**config.mk**
```make
export PLATFORM = sky130hd
export DESIGN_NAME = fifo_drain_stream
export DESIGN_NICKNAME = d
export VERILOG_FILES = /design/src/rtl/fifo_drain_stream.sv
export SDC_FILE = /design/constraint.sdc
export NUM_CORES = 1
export LEC_CHECK = 0
export ABC_CLOCK_PERIOD_IN_PS = 1790
export CAP_MARGIN = 25
export CORE_MARGIN = 2
export CORE_UTILIZATION = 45
export DETAILED_ROUTE_END_ITERATION = 8
export PLACE_DENSITY = 0.81
export REMOVE_ABC_BUFFERS = 1
export SLEW_MARGIN = 15
export SYNTH_ARGS = -nofsm -noshare
export SYNTH_HDL_FRONTEND = slang
export SYNTH_SLANG_ARGS = --single-unit
```
**constraint.sdc**
```tcl
create_clock -name clk -period 1.79 [get_ports clk]
set_input_delay 0.537 -clock clk [delete_from_list [all_inputs] [get_ports clk]]
set_output_delay 0.537 -clock clk [all_outputs]
set_load 0.005 [all_outputs]
```
**src/rtl/fifo_drain_stream.sv**
```systemverilog
// Drains syn_fifo into a valid/ready stream through a 2-entry main+skid buffer; 1-cycle pop-to-output latency.
// Pops stop when the buffer is full, so backpressure never loses a word; bursts of BURST beats carry m_last_o.
module fifo_drain_stream #(
  parameter int DWID  = 16,
  parameter int BURST = 4,
  parameter int CWID  = 16
) (
  input  logic            clk,
  input  logic            rst,
  input  logic            en_i,
  input  logic            fifo_empty_i,
  input  logic [DWID-1:0] fifo_rdata_i,
  output logic            fifo_rd_o,
  output logic            m_valid_o,
  input  logic            m_ready_i,
  output logic [DWID-1:0] m_data_o,
  output logic            m_last_o,
  output logic            busy_o,
  output logic [CWID-1:0] words_o
);

  localparam int PCW = (BURST > 1) ? $clog2(BURST) : 1;
  localparam logic [PCW-1:0] LAST_CNT = PCW'(BURST - 1);

  typedef enum logic [1:0] {IDLE, RUN, FINISH} state_t;

  state_t            state_q, state_d;
  logic [1:0]        occ_q, occ_d;
  logic [PCW-1:0]    pop_cnt_q, pop_cnt_d;
  logic [DWID-1:0]   main_dat_q, main_dat_d, skid_dat_q, skid_dat_d;
  logic              main_last_q, main_last_d, skid_last_q, skid_last_d;
  logic [CWID-1:0]   words_q, words_d;

  logic pop_ok, pop, accept, pop_last, to_main;

  // Pop permission comes only from registered state so fifo_rd_o never sees m_ready_i.
  assign pop_ok    = (state_q == FINISH) || ((state_q == RUN) && en_i);
  assign pop       = pop_ok && !fifo_empty_i && (occ_q != 2'd2);
  assign accept    = (occ_q != 2'd0) && m_ready_i;
  assign pop_last  = (pop_cnt_q == LAST_CNT);
  assign to_main   = (occ_q == 2'd0) || ((occ_q == 2'd1) && accept);

  assign fifo_rd_o = pop;
  assign m_valid_o = (occ_q != 2'd0);
  assign m_data_o  = main_dat_q;
  assign m_last_o  = main_last_q;
  assign busy_o    = (state_q != IDLE) || (occ_q != 2'd0);
  assign words_o   = words_q;

  always_comb begin
    state_d = state_q;
    case (state_q)
      IDLE:    if (en_i) state_d = RUN;
      RUN:     if (!en_i) state_d = (pop_cnt_q == '0) ? IDLE : FINISH;
      FINISH:  if (pop && pop_last) state_d = en_i ? RUN : IDLE;
      default: state_d = IDLE;
    endcase
  end

  always_comb begin
    pop_cnt_d   = pop_cnt_q;
    occ_d       = occ_q + {1'b0, pop} - {1'b0, accept};
    main_dat_d  = main_dat_q;
    main_last_d = main_last_q;
    skid_dat_d  = skid_dat_q;
    skid_last_d = skid_last_q;
    words_d     = accept ? words_q + CWID'(1) : words_q;
    if (pop) pop_cnt_d = pop_last ? '0 : pop_cnt_q + PCW'(1);
    if (accept && (occ_q == 2'd2)) begin
      main_dat_d  = skid_dat_q;
      main_last_d = skid_last_q;
    end
    // A popped word lands in main only if main is free by the end of this cycle.
    if (pop) begin
      if (to_main) begin
        main_dat_d  = fifo_rdata_i;
        main_last_d = pop_last;
      end else begin
        skid_dat_d  = fifo_rdata_i;
        skid_last_d = pop_last;
      end
    end
  end

  always_ff @(posedge clk or negedge rst) begin
    if (!rst) begin
      state_q     <= IDLE;
      occ_q       <= 2'd0;
      pop_cnt_q   <= '0;
      main_dat_q  <= '0;
      main_last_q <= 1'b0;
      skid_dat_q  <= '0;
      skid_last_q <= 1'b0;
      words_q     <= '0;
    end else begin
      state_q     <= state_d;
      occ_q       <= occ_d;
      pop_cnt_q   <= pop_cnt_d;
      main_dat_q  <= main_dat_d;
      main_last_q <= main_last_d;
      skid_dat_q  <= skid_dat_d;
      skid_last_q <= skid_last_d;
      words_q     <= words_d;
    end
  end

endmodule
```
==> flow_metrics.py, run 1 <==
metrics = {
    "setup_path": {
        "slowest_delay_ns": 0.39,
        "start_kind": "flop",
        "cp_num_cells": 3,
        "r2r_start": "occ_q[1]",
        "path_cells": "or2_4 -> or3_1 -> buf_2",
        "startpoint": "occ_q[1]",
        "crit_required_ns": 1.25,
        "cpLargestDelayFamily": "simple AND/OR/NAND/NOR gates",
        "critPathMaxFanout": 2,
        "critPathArrivalTime_ns": 1.39,
        "cp-end-kind": "output port",
        "endpoint": "busy_o",
        "reg2reg_to": "skid_dat_q[1]",
        "worst-setup-path-type": "flop to output port",
        "path_buf_inv": 1,
        "worst_r2r_path_depth": 7,
        "r2r_setup_slack_ns": -0.02,
        "critical_path.slowest_cell": "dfrtp_1",
    },
    "timing": {
        "setup_violations": 19,
        "worst_pin_slew_ns": 0.4352,
        "finalWorstSetupSlack_ns": -0.1371,
        "maxSlewViolCount": 0,
        "max-slew-margin-rel": 0.7099,
        "hold_viol": 0,
        "rsz0062_at_grt": "true",
        "finClkSkew_ns": 0.006560,
        "period_share": 1.077,
        "tns_ns": -0.4797,
        "max_freq_mhz": 518.9,
        "min_period_ns": 1.927,
    },
    "detailed_routing": {
        "drtIter0Drc": 83,
        "ant_nets": 0,
        "drt-wirelength-per-cell_um": 14.76,
        "vias": 1828,
        "drtPass1Iterations": 4,
        "drt_wl_total_um": 5550,
        "post-route-drc-count": 0,
        "vias_per_cell": 4.862,
    },
    "logic_synthesis": {
        "syn_avg_cell_area_um2": 12.57,
        "synthArstFlopShare": 1.000,
        "ys_seq_area_frac": 0.5490,
        "synthCells": 203,
        "ys_seq_elements": 56,
        "synth_edf_count": 0,
        "synth_cell_types": 35,
        "synthFlopType": "dfrtp_1",
        "syn_area_um2": 2552,
        "yosys_warnings": 0,
    },
    "placed_design": {
        "dp_hpwl_um": 3701,
        "io_buffer_count": 56,
        "dp.cells": 347,
        "gp_congestion": 0.7648,
    },
    "clock_tree": {
        "clk_path_buf_depth": 2,
        "cts.sinks": 56,
        "clock_latency_ns": 0.30,
        "cts_tree": "built",
        "cts_htree_levels": 2,
        "cts-root-buf": "clkbuf_8",
        "cts_made_buffers": 5,
        "clk_pin_slew_worst_paths_ns": 0.09,
        "hold_buffers": 0,
    },
    "die": {
        "start_util": 0.4635,
        "rows": 27,
        "die_area_um2": 6291,
        "die_width_um": 79.32,
        "ioPinCount": 57,
        "core-area_um2": 5507,
        "die_h_um": 79.32,
    },
    "global_routing": {
        "track_usage": 0.1796,
        "grt_pass1_vias": 1807,
        "grt_max_degree": 23,
        "antenna_found_initial": 0,
        "overflow": 0,
        "grt_pass1_wl_um": 8783,
    },
    "cells_and_area": {
        "diodes": 0,
        "multi_input_area_um2": 1164,
        "syn_to_final_growth_pct": 47.50,
        "final.fill_count": 410,
        "layout-drive-gt1-share": 0.2961,
        "layout.nets": 329,
        "seqCellArea_um2": 1404,
        "postLayoutCoreUtil": 0.6837,
        "fin_cells": 376,
    },
    "job": {
        "max_cap_violations": 0,
    },
    "pwr": {
        "ir_worst_vdd_uv": 704.9,
        "p_per_area_nw_per_um2": 1431,
        "leakage_nw": 1.739,
        "power_w": 0.005389,
    },
    "run_status": {
        "status": "finished with violations",
        "violations": "negative setup slack",
    },
    "hold_path": {
        "hold_path.class": "primary input to asynchronous set/reset pin",
    },
}
-- per-stage QoR --
stage / setup WS, ns / hold slack [ns] / cell area [um^2]
finish: -0.1371 / 0.1640 / 3765
floorplan: -0.3488 / 0.2414 / 2500
global placement: -0.6989 / 0.4621 / 3381
CTS: -0.1469 / 0.1760 / 3622
global route: -0.1940 / 0.1933 / 3765
detailed placement: -0.7081 / 0.4792 / 3381
-- per-layer routing --
layer,up-vias,share of wire,wire length [um],GRT usage
li1,897,-,-,-
met1,897,0.48,2653,0.2511
met2,30,0.48,2688,0.2881
met3,4,0.025,139,0.02500
met4,0,0.012,69,0.06207
met5,-,0,0,0
-- layout make-up --
class                   count  area share
clock inverters             2    0.009305
repair buffers            100      0.2615
inverters                   4    0.003988
flip-flops and latches     56      0.3729
clock buffers               6     0.01928
multi-input cells         136      0.3091
well taps                  72     0.02393
-- logic make-up after synthesis --
group / share of synthesized area
AO/OA/AOI/OAI: 0.06667
AND/OR/NAND/NOR: 0.1142
buffers and inverters: 0.02647
multiplexers: 0.1608
XOR/XNOR: 0.05834
flip-flops: 0.5490
adder cells (fa/ha/maj): 0.02451
-- what timing repair did --
item                                    in CTS  in global routing
setup buffers                                9                  8
gates cloned                                 1                  3
resized for setup                           32                 15
pin swaps                                    3                  4
endpoints found under the setup margin      47                 45
-- worst min-delay path by stage --
stage	depth (start not counted)	slack, ns	end
floorplan	0	0.24	m_data_o[0]
global placement	1	0.46	words_o[15]
detailed placement	1	0.48	words_o[15]
CTS	1	0.18	words_o[12]
global route	1	0.19	m_data_o[2]
finish	1	0.16	words_o[12]
-- Yosys cell counts, types with 2 or more instances --
library cell	count	area share
dfrtp_1	56	0.55
nand2_1	25	0.037
o21ai_0	20	0.039
mux2i_1	17	0.067
xnor2_1	15	0.051
mux2_4	10	0.059
mux2_2	8	0.035
nand4_1	6	0.015
ha_1	5	0.025
nand3_1	5	0.0098
inv_1	4	0.0059
nor2_1	4	0.0059
clkbuf_1	3	0.0044
and4_1	2	0.0069
buf_2	2	0.0039
xor2_1	2	0.0069
-- where the power goes --
group          internal (W)  switching [W]
clock              0.000416       0.000386
sequential          0.00177       0.000291
combinational       0.00159       0.000933
-- sequential cells by signal, summed over array words and instances, names as in the netlist --
| signal | cells |
|---|---|
| m_data_o | 16 |
| words_o | 16 |
| state_q | 2 |
| skid_dat_q | 16 |
| m_last_o | 1 |
| pop_cnt_q | 2 |
| occ_q | 2 |
| skid_last_q | 1 |
-- cell usage in the layout, fill, tap and decap left out, types with 2 or more instances in the layout --
cell type	count
buf_6	4
nor2_1	4
buf_4	32
nand2_1	25
ha_4	2
inv_1	3
and4_1	2
o21ai_0	17
mux2i_1	17
clkbuf_8	5
dfrtp_2	2
mux2_4	17
buf_12	5
o21ai_1	3
nand3_1	5
xor2_1	2
clkdlybuf4s50_1	49
dfrtp_1	54
xnor2_1	14
buf_2	5
ha_1	3
nand4_1	6
Power figures use the tool's default switching activity.
==> run 2: changes to the inputs <==
--- a/config.mk
+++ b/config.mk
@@ -5,12 +5,14 @@
 export SDC_FILE = /design/constraint.sdc
 export NUM_CORES = 1
 export LEC_CHECK = 0
-export ABC_CLOCK_PERIOD_IN_PS = 1790
+export ABC_CLOCK_PERIOD_IN_PS = 2200
 export CAP_MARGIN = 25
 export CORE_MARGIN = 2
-export CORE_UTILIZATION = 45
+export CORE_UTILIZATION = 50
+export CTS_CLUSTER_SIZE = 28
 export DETAILED_ROUTE_END_ITERATION = 8
-export PLACE_DENSITY = 0.81
+export GPL_TIMING_DRIVEN = 0
+export PLACE_DENSITY = 0.85
 export REMOVE_ABC_BUFFERS = 1
 export SLEW_MARGIN = 15
 export SYNTH_ARGS = -nofsm -noshare
==> constraint.sdc (replaced) <==
create_clock -name clk -period 2.2 [get_ports clk]
set_input_delay 0.66 -clock clk [delete_from_list [all_inputs] [get_ports clk]]
set_output_delay 0.66 -clock clk [all_outputs]
set_load 0.005 [all_outputs]
==> flow_metrics.py, run 2 (synthesis results as in run 1) <==
metrics = {
    "run_status": {
        "status": "finished clean",
    },
    "setup_path": {
        "cp-end-kind": "output port",
        "r2r_start": "occ_q[1]",
        "worst-setup-path-type": "flop to output port",
        "worst_r2r_path_depth": 6,
        "crit_required_ns": 1.54,
        "reg2reg_to": "skid_dat_q[15]",
        "path_cells": "buf_4 -> and2b_1 -> a211oi_4 -> clkbuf_2",
        "r2r_setup_slack_ns": 0.21,
        "critical_path.slowest_cell": "dfrtp_2",
        "critPathMaxFanout": 3,
        "slowest_delay_ns": 0.43,
        "critPathArrivalTime_ns": 1.46,
        "startpoint": "occ_q[1]",
        "start_kind": "flop",
        "endpoint": "fifo_rd_o",
    },
    "clock_tree": {
        "cts-root-buf": "clkbuf_8",
        "cts_tree": "built",
        "clk_path_buf_depth": 2,
        "cts_made_buffers": 5,
        "clk_pin_slew_worst_paths_ns": 0.10,
        "cts.sinks": 56,
        "cts_htree_levels": 2,
        "clock_latency_ns": 0.30,
    },
    "global_routing": {
        "use_met2": 0.3101,
        "track_usage": 0.1793,
        "top_usage_layer": "met2",
        "grt_pass1_vias": 1692,
        "met3_usage": 0.03704,
        "use_met1": 0.2311,
        "grt_max_degree": 57,
        "overflow": 0,
        "grt_pass1_wl_um": 7728,
        "antenna_found_initial": 0,
    },
    "detailed_routing": {
        "post-route-drc-count": 0,
        "ant_nets": 0,
        "vias": 1706,
        "drtIter0Drc": 116,
        "vias_per_cell": 5.093,
        "drt_wl_total_um": 4817,
        "drtPass1Iterations": 5,
        "drt-wirelength-per-cell_um": 14.38,
    },
    "timing": {
        "max_freq_mhz": 471.5,
        "rsz0062_at_grt": "false",
        "setup_violations": 0,
        "hold_viol": 0,
        "min_period_ns": 2.121,
        "period_share": 0.9640,
        "max-slew-margin-rel": 0.5486,
        "finClkSkew_ns": 0.007394,
        "worst_pin_slew_ns": 0.6771,
        "maxSlewViolCount": 0,
    },
    "die": {
        "die_h_um": 75.45,
        "ioPinCount": 57,
        "rows": 26,
        "core-area_um2": 5010,
        "die_area_um2": 5693,
        "die_width_um": 75.45,
        "start_util": 0.5095,
    },
    "cells_and_area": {
        "layout_commonest_cell": "dfrtp_1",
        "diodes": 0,
        "final_cell_mix": "55 x dfrtp_1, 51 x clkdlybuf4s50_1, 25 x nand2_1",
        "layout-drive-gt1-share": 0.1660,
        "postLayoutCoreUtil": 0.6548,
        "layout.nets": 291,
        "syn_to_final_growth_pct": 28.53,
    },
    "hold_path": {
        "hold_path.class": "primary input to asynchronous set/reset pin",
    },
    "placed_design": {
        "io_buffer_count": 56,
        "dp_hpwl_um": 3306,
        "gp_congestion": 0.6743,
    },
    "pwr": {
        "p_per_area_nw_per_um2": 1157,
        "ir_worst_vdd_uv": 693.3,
        "leakage_nw": 1.459,
        "power_w": 0.003795,
    },
    "job": {
        "max_cap_violations": 0,
    },
}
## run 2: changes by cell type in the layout (fill, tap and decap cells not counted), moves of 3 or more
| cell | delta |
|---|---|
| mux2_2 | +7 |
| buf_12 | -5 |
| o21ai_1 | -3 |
| buf_2 | -5 |
| buf_4 | -27 |
| o21ai_0 | +3 |
| mux2_4 | -7 |
## run 2: per-stage QoR
step	std cells	area, um^2	setup WS, ns	setup TNS (ns)	hold WS, ns
after global routing	335	3281	0.01109	0	0.4453
final	335	3281	0.07917	0	0.3940
after floorplan	196	2500	-0.06179	-0.5086	0.3644
after global placement	322	3148	-1.237	-100.68	0.4618
after detailed placement	324	3168	-0.9720	-21.16	0.4713
after CTS	335	3284	0.004416	0	0.4220
## run 2: worst min path at each step
stage / slack, ns / cells after the start / endpoint / startpoint
floorplan: 0.36 / 0 / m_data_o[0] / rst
CTS: 0.42 / 1 / m_data_o[13] / rst
finish: 0.39 / 1 / m_data_o[13] / rst
global route: 0.45 / 1 / m_data_o[13] / rst
detailed placement: 0.47 / 1 / words_o[15] / words_o[15]
global placement: 0.46 / 1 / words_o[15] / words_o[15]
## run 2: area by class of cell
cell class	instances	area (um^2)
Tap cell	70	87.58
Multi-Input combinational cell	136	1094
Fill cell	417	1729
Sequential cell	56	1403
Clock inverter	2	12.51
Clock buffer	5	68.82
Inverter	4	15.01
Timing Repair Buffer	62	600.6
## run 2: per-layer routing
| layer | wire, um | up-vias | share of wire |
|---|---|---|---|
| met1 | 2171 | 838 | 0.45 |
| met2 | 2435 | 40 | 0.51 |
| li1 | - | 826 | - |
| met3 | 184 | 2 | 0.038 |
| met5 | 0 | - | 0 |
| met4 | 26 | 0 | 0.0054 |
## run 2: what timing repair did
item	in CTS	in global routing
pin swaps	1	1
cloned	0	0
setup buffers	4	0
setup endpoints to repair	27	16
gates resized for setup	11	3
hold buffers	0	0
## run 2: power breakdown
part	switching, W	internal [W]
registers	0.000287	0.00144
clock network	0.000312	0.000216
logic	0.000578	0.000959
## run 2: critical path, delay by kind of cell, from the launching register on
kind,cells,cell delay (ns)
AO/OA/AOI/OAI,1,0.23
buffers and inverters,2,0.30
flip-flops,1,0.43
AND/OR/NAND/NOR,1,0.21
==> run 3: changes to the inputs <==
--- a/config.mk
+++ b/config.mk
@@ -8,12 +8,13 @@
 export ABC_CLOCK_PERIOD_IN_PS = 2200
 export CAP_MARGIN = 25
 export CORE_MARGIN = 2
-export CORE_UTILIZATION = 50
+export CORE_UTILIZATION = 42
 export CTS_CLUSTER_SIZE = 28
 export DETAILED_ROUTE_END_ITERATION = 8
 export GPL_TIMING_DRIVEN = 0
-export PLACE_DENSITY = 0.85
+export PLACE_DENSITY = 0.74
 export REMOVE_ABC_BUFFERS = 1
+export SKIP_CTS_REPAIR_TIMING = 1
 export SLEW_MARGIN = 15
 export SYNTH_ARGS = -nofsm -noshare
 export SYNTH_HDL_FRONTEND = slang
==> flow_metrics.py, run 3 (synthesis results as in run 1) <==
metrics = {
    "clock_tree": {
        "clk_pin_slew_worst_paths_ns": 0.10,
        "cts_made_buffers": 5,
        "cts.sinks": 56,
        "clk_path_buf_depth": 2,
        "clock_latency_ns": 0.30,
        "cts-root-buf": "clkbuf_8",
        "cts_tree": "built",
        "cts_htree_levels": 2,
    },
    "timing": {
        "hold_viol": 0,
        "tns_ns": 0,
        "max-slew-margin-rel": 0.5315,
        "max_freq_mhz": 465.8,
        "finClkSkew_ns": 0.003496,
        "period_share": 0.9757,
        "min_period_ns": 2.147,
        "worst_pin_slew_ns": 0.7027,
        "finalWorstSetupSlack_ns": 0.05336,
        "maxSlewViolCount": 0,
        "setup_violations": 0,
    },
    "global_routing": {
        "overflow": 0,
        "grt_max_degree": 57,
        "grt_pass1_wl_um": 8010,
        "track_usage": 0.1555,
        "grt_pass1_vias": 1684,
        "antenna_found_initial": 0,
    },
    "setup_path": {
        "slowest_delay_ns": 0.45,
        "cpLargestDelayFamily": "flip-flops",
        "start_kind": "flop",
        "r2r_start": "state_q[0]",
        "crit_required_ns": 1.54,
        "path_cells": "nand2b_4 -> a211oi_4 -> dlymetal6s2s_1",
        "reg2reg_to": "skid_dat_q[4]",
        "critPathArrivalTime_ns": 1.49,
        "worst_r2r_path_depth": 5,
        "cp_num_cells": 3,
        "cp-end-kind": "output port",
        "critical_path.slowest_cell": "dfrtp_1",
        "r2r_setup_slack_ns": 0.20,
        "critPathMaxFanout": 5,
        "startpoint": "state_q[0]",
        "worst-setup-path-type": "flop to output port",
        "path_buf_inv": 1,
    },
    "cells_and_area": {
        "final_cell_mix": "55 x dfrtp_1, 51 x clkdlybuf4s50_1, 25 x nand2_1",
        "diodes": 0,
        "postLayoutCoreUtil": 0.5710,
        "layout.nets": 296,
        "layout-drive-gt1-share": 0.1808,
        "syn_to_final_growth_pct": 31.67,
        "final.fill_count": 507,
        "layout_commonest_cell": "dfrtp_1",
    },
    "detailed_routing": {
        "drtIter0Drc": 52,
        "drt-wirelength-per-cell_um": 14.39,
        "ant_nets": 0,
        "post-route-drc-count": 0,
        "drtPass1Iterations": 4,
        "vias_per_cell": 5.003,
        "drt_wl_total_um": 4980,
        "vias": 1731,
    },
    "placed_design": {
        "preCtsSetupSlack_ns": -0.9543,
        "dp_hpwl_um": 3368,
        "io_buffer_count": 56,
        "gp_congestion": 0.7510,
    },
    "die": {
        "die_area_um2": 6717,
        "ioPinCount": 57,
        "core-area_um2": 5886,
        "die_h_um": 81.96,
        "start_util": 0.4337,
        "die_width_um": 81.96,
        "rows": 28,
    },
    "pwr": {
        "power_w": 0.003888,
        "ir_worst_vdd_uv": 623.7,
        "leakage_nw": 1.524,
        "p_per_area_nw_per_um2": 1157,
    },
    "hold_path": {
        "hold_path.class": "primary input to asynchronous set/reset pin",
    },
    "run_status": {
        "status": "finished clean",
    },
    "job": {
        "max_cap_violations": 0,
    },
}
-- run 3: where the power goes --
part	total [W]	leakage (nW)	internal [W]	switching, W
Clock	0.000583	0.0445	0.000257	0.000326
Sequential	0.00174	0.704	0.00144	0.000301
Combinational	0.00156	0.776	0.000988	0.000575
Total	0.00389	1.52	0.00269	0.00120
-- run 3: worst max-delay path by stage --
stage,endpoint,slack (ns)
5_1_grt,fifo_rd_o,-0.01
6_report,fifo_rd_o,0.05
3_3_place_gp,words_o[7],-1.27
4_1_cts,fifo_rd_o,-0.79
2_1_floorplan,skid_dat_q[0],-0.06
3_5_place_dp,skid_dat_q[4],-0.95
-- run 3: layout make-up --
type                       count  area, um^2  area share
clock buffer                   7       86.33     0.02569
timing repair buffer          67       650.6      0.1936
multi-input combinational    136        1105      0.3287
sequential                    56        1403      0.4174
tap                           75       93.84     0.02792
inverter                       4       15.01    0.004468
clock inverter                 1       7.507    0.002234
-- run 3: per-layer routing --
| layer | routed length, um | global-route usage |
|---|---|---|
| met4 | 34 | 0.04500 |
| met1 | 2321 | 0.2032 |
| met2 | 2367 | 0.2553 |
| met3 | 256 | 0.03956 |
| met5 | 0 | 0 |
-- run 3: metrics by stage --
stage | cells | area, um^2 | hold WS (ns)
2_1_floorplan | 196 | 2500 | 0.3644
3_3_place_gp | 327 | 3154 | 0.4627
3_5_place_dp | 329 | 3174 | 0.4720
4_1_cts | 337 | 3268 | 0.4283
5_1_grt | 346 | 3361 | 0.4529
6_report | 346 | 3361 | 0.3939
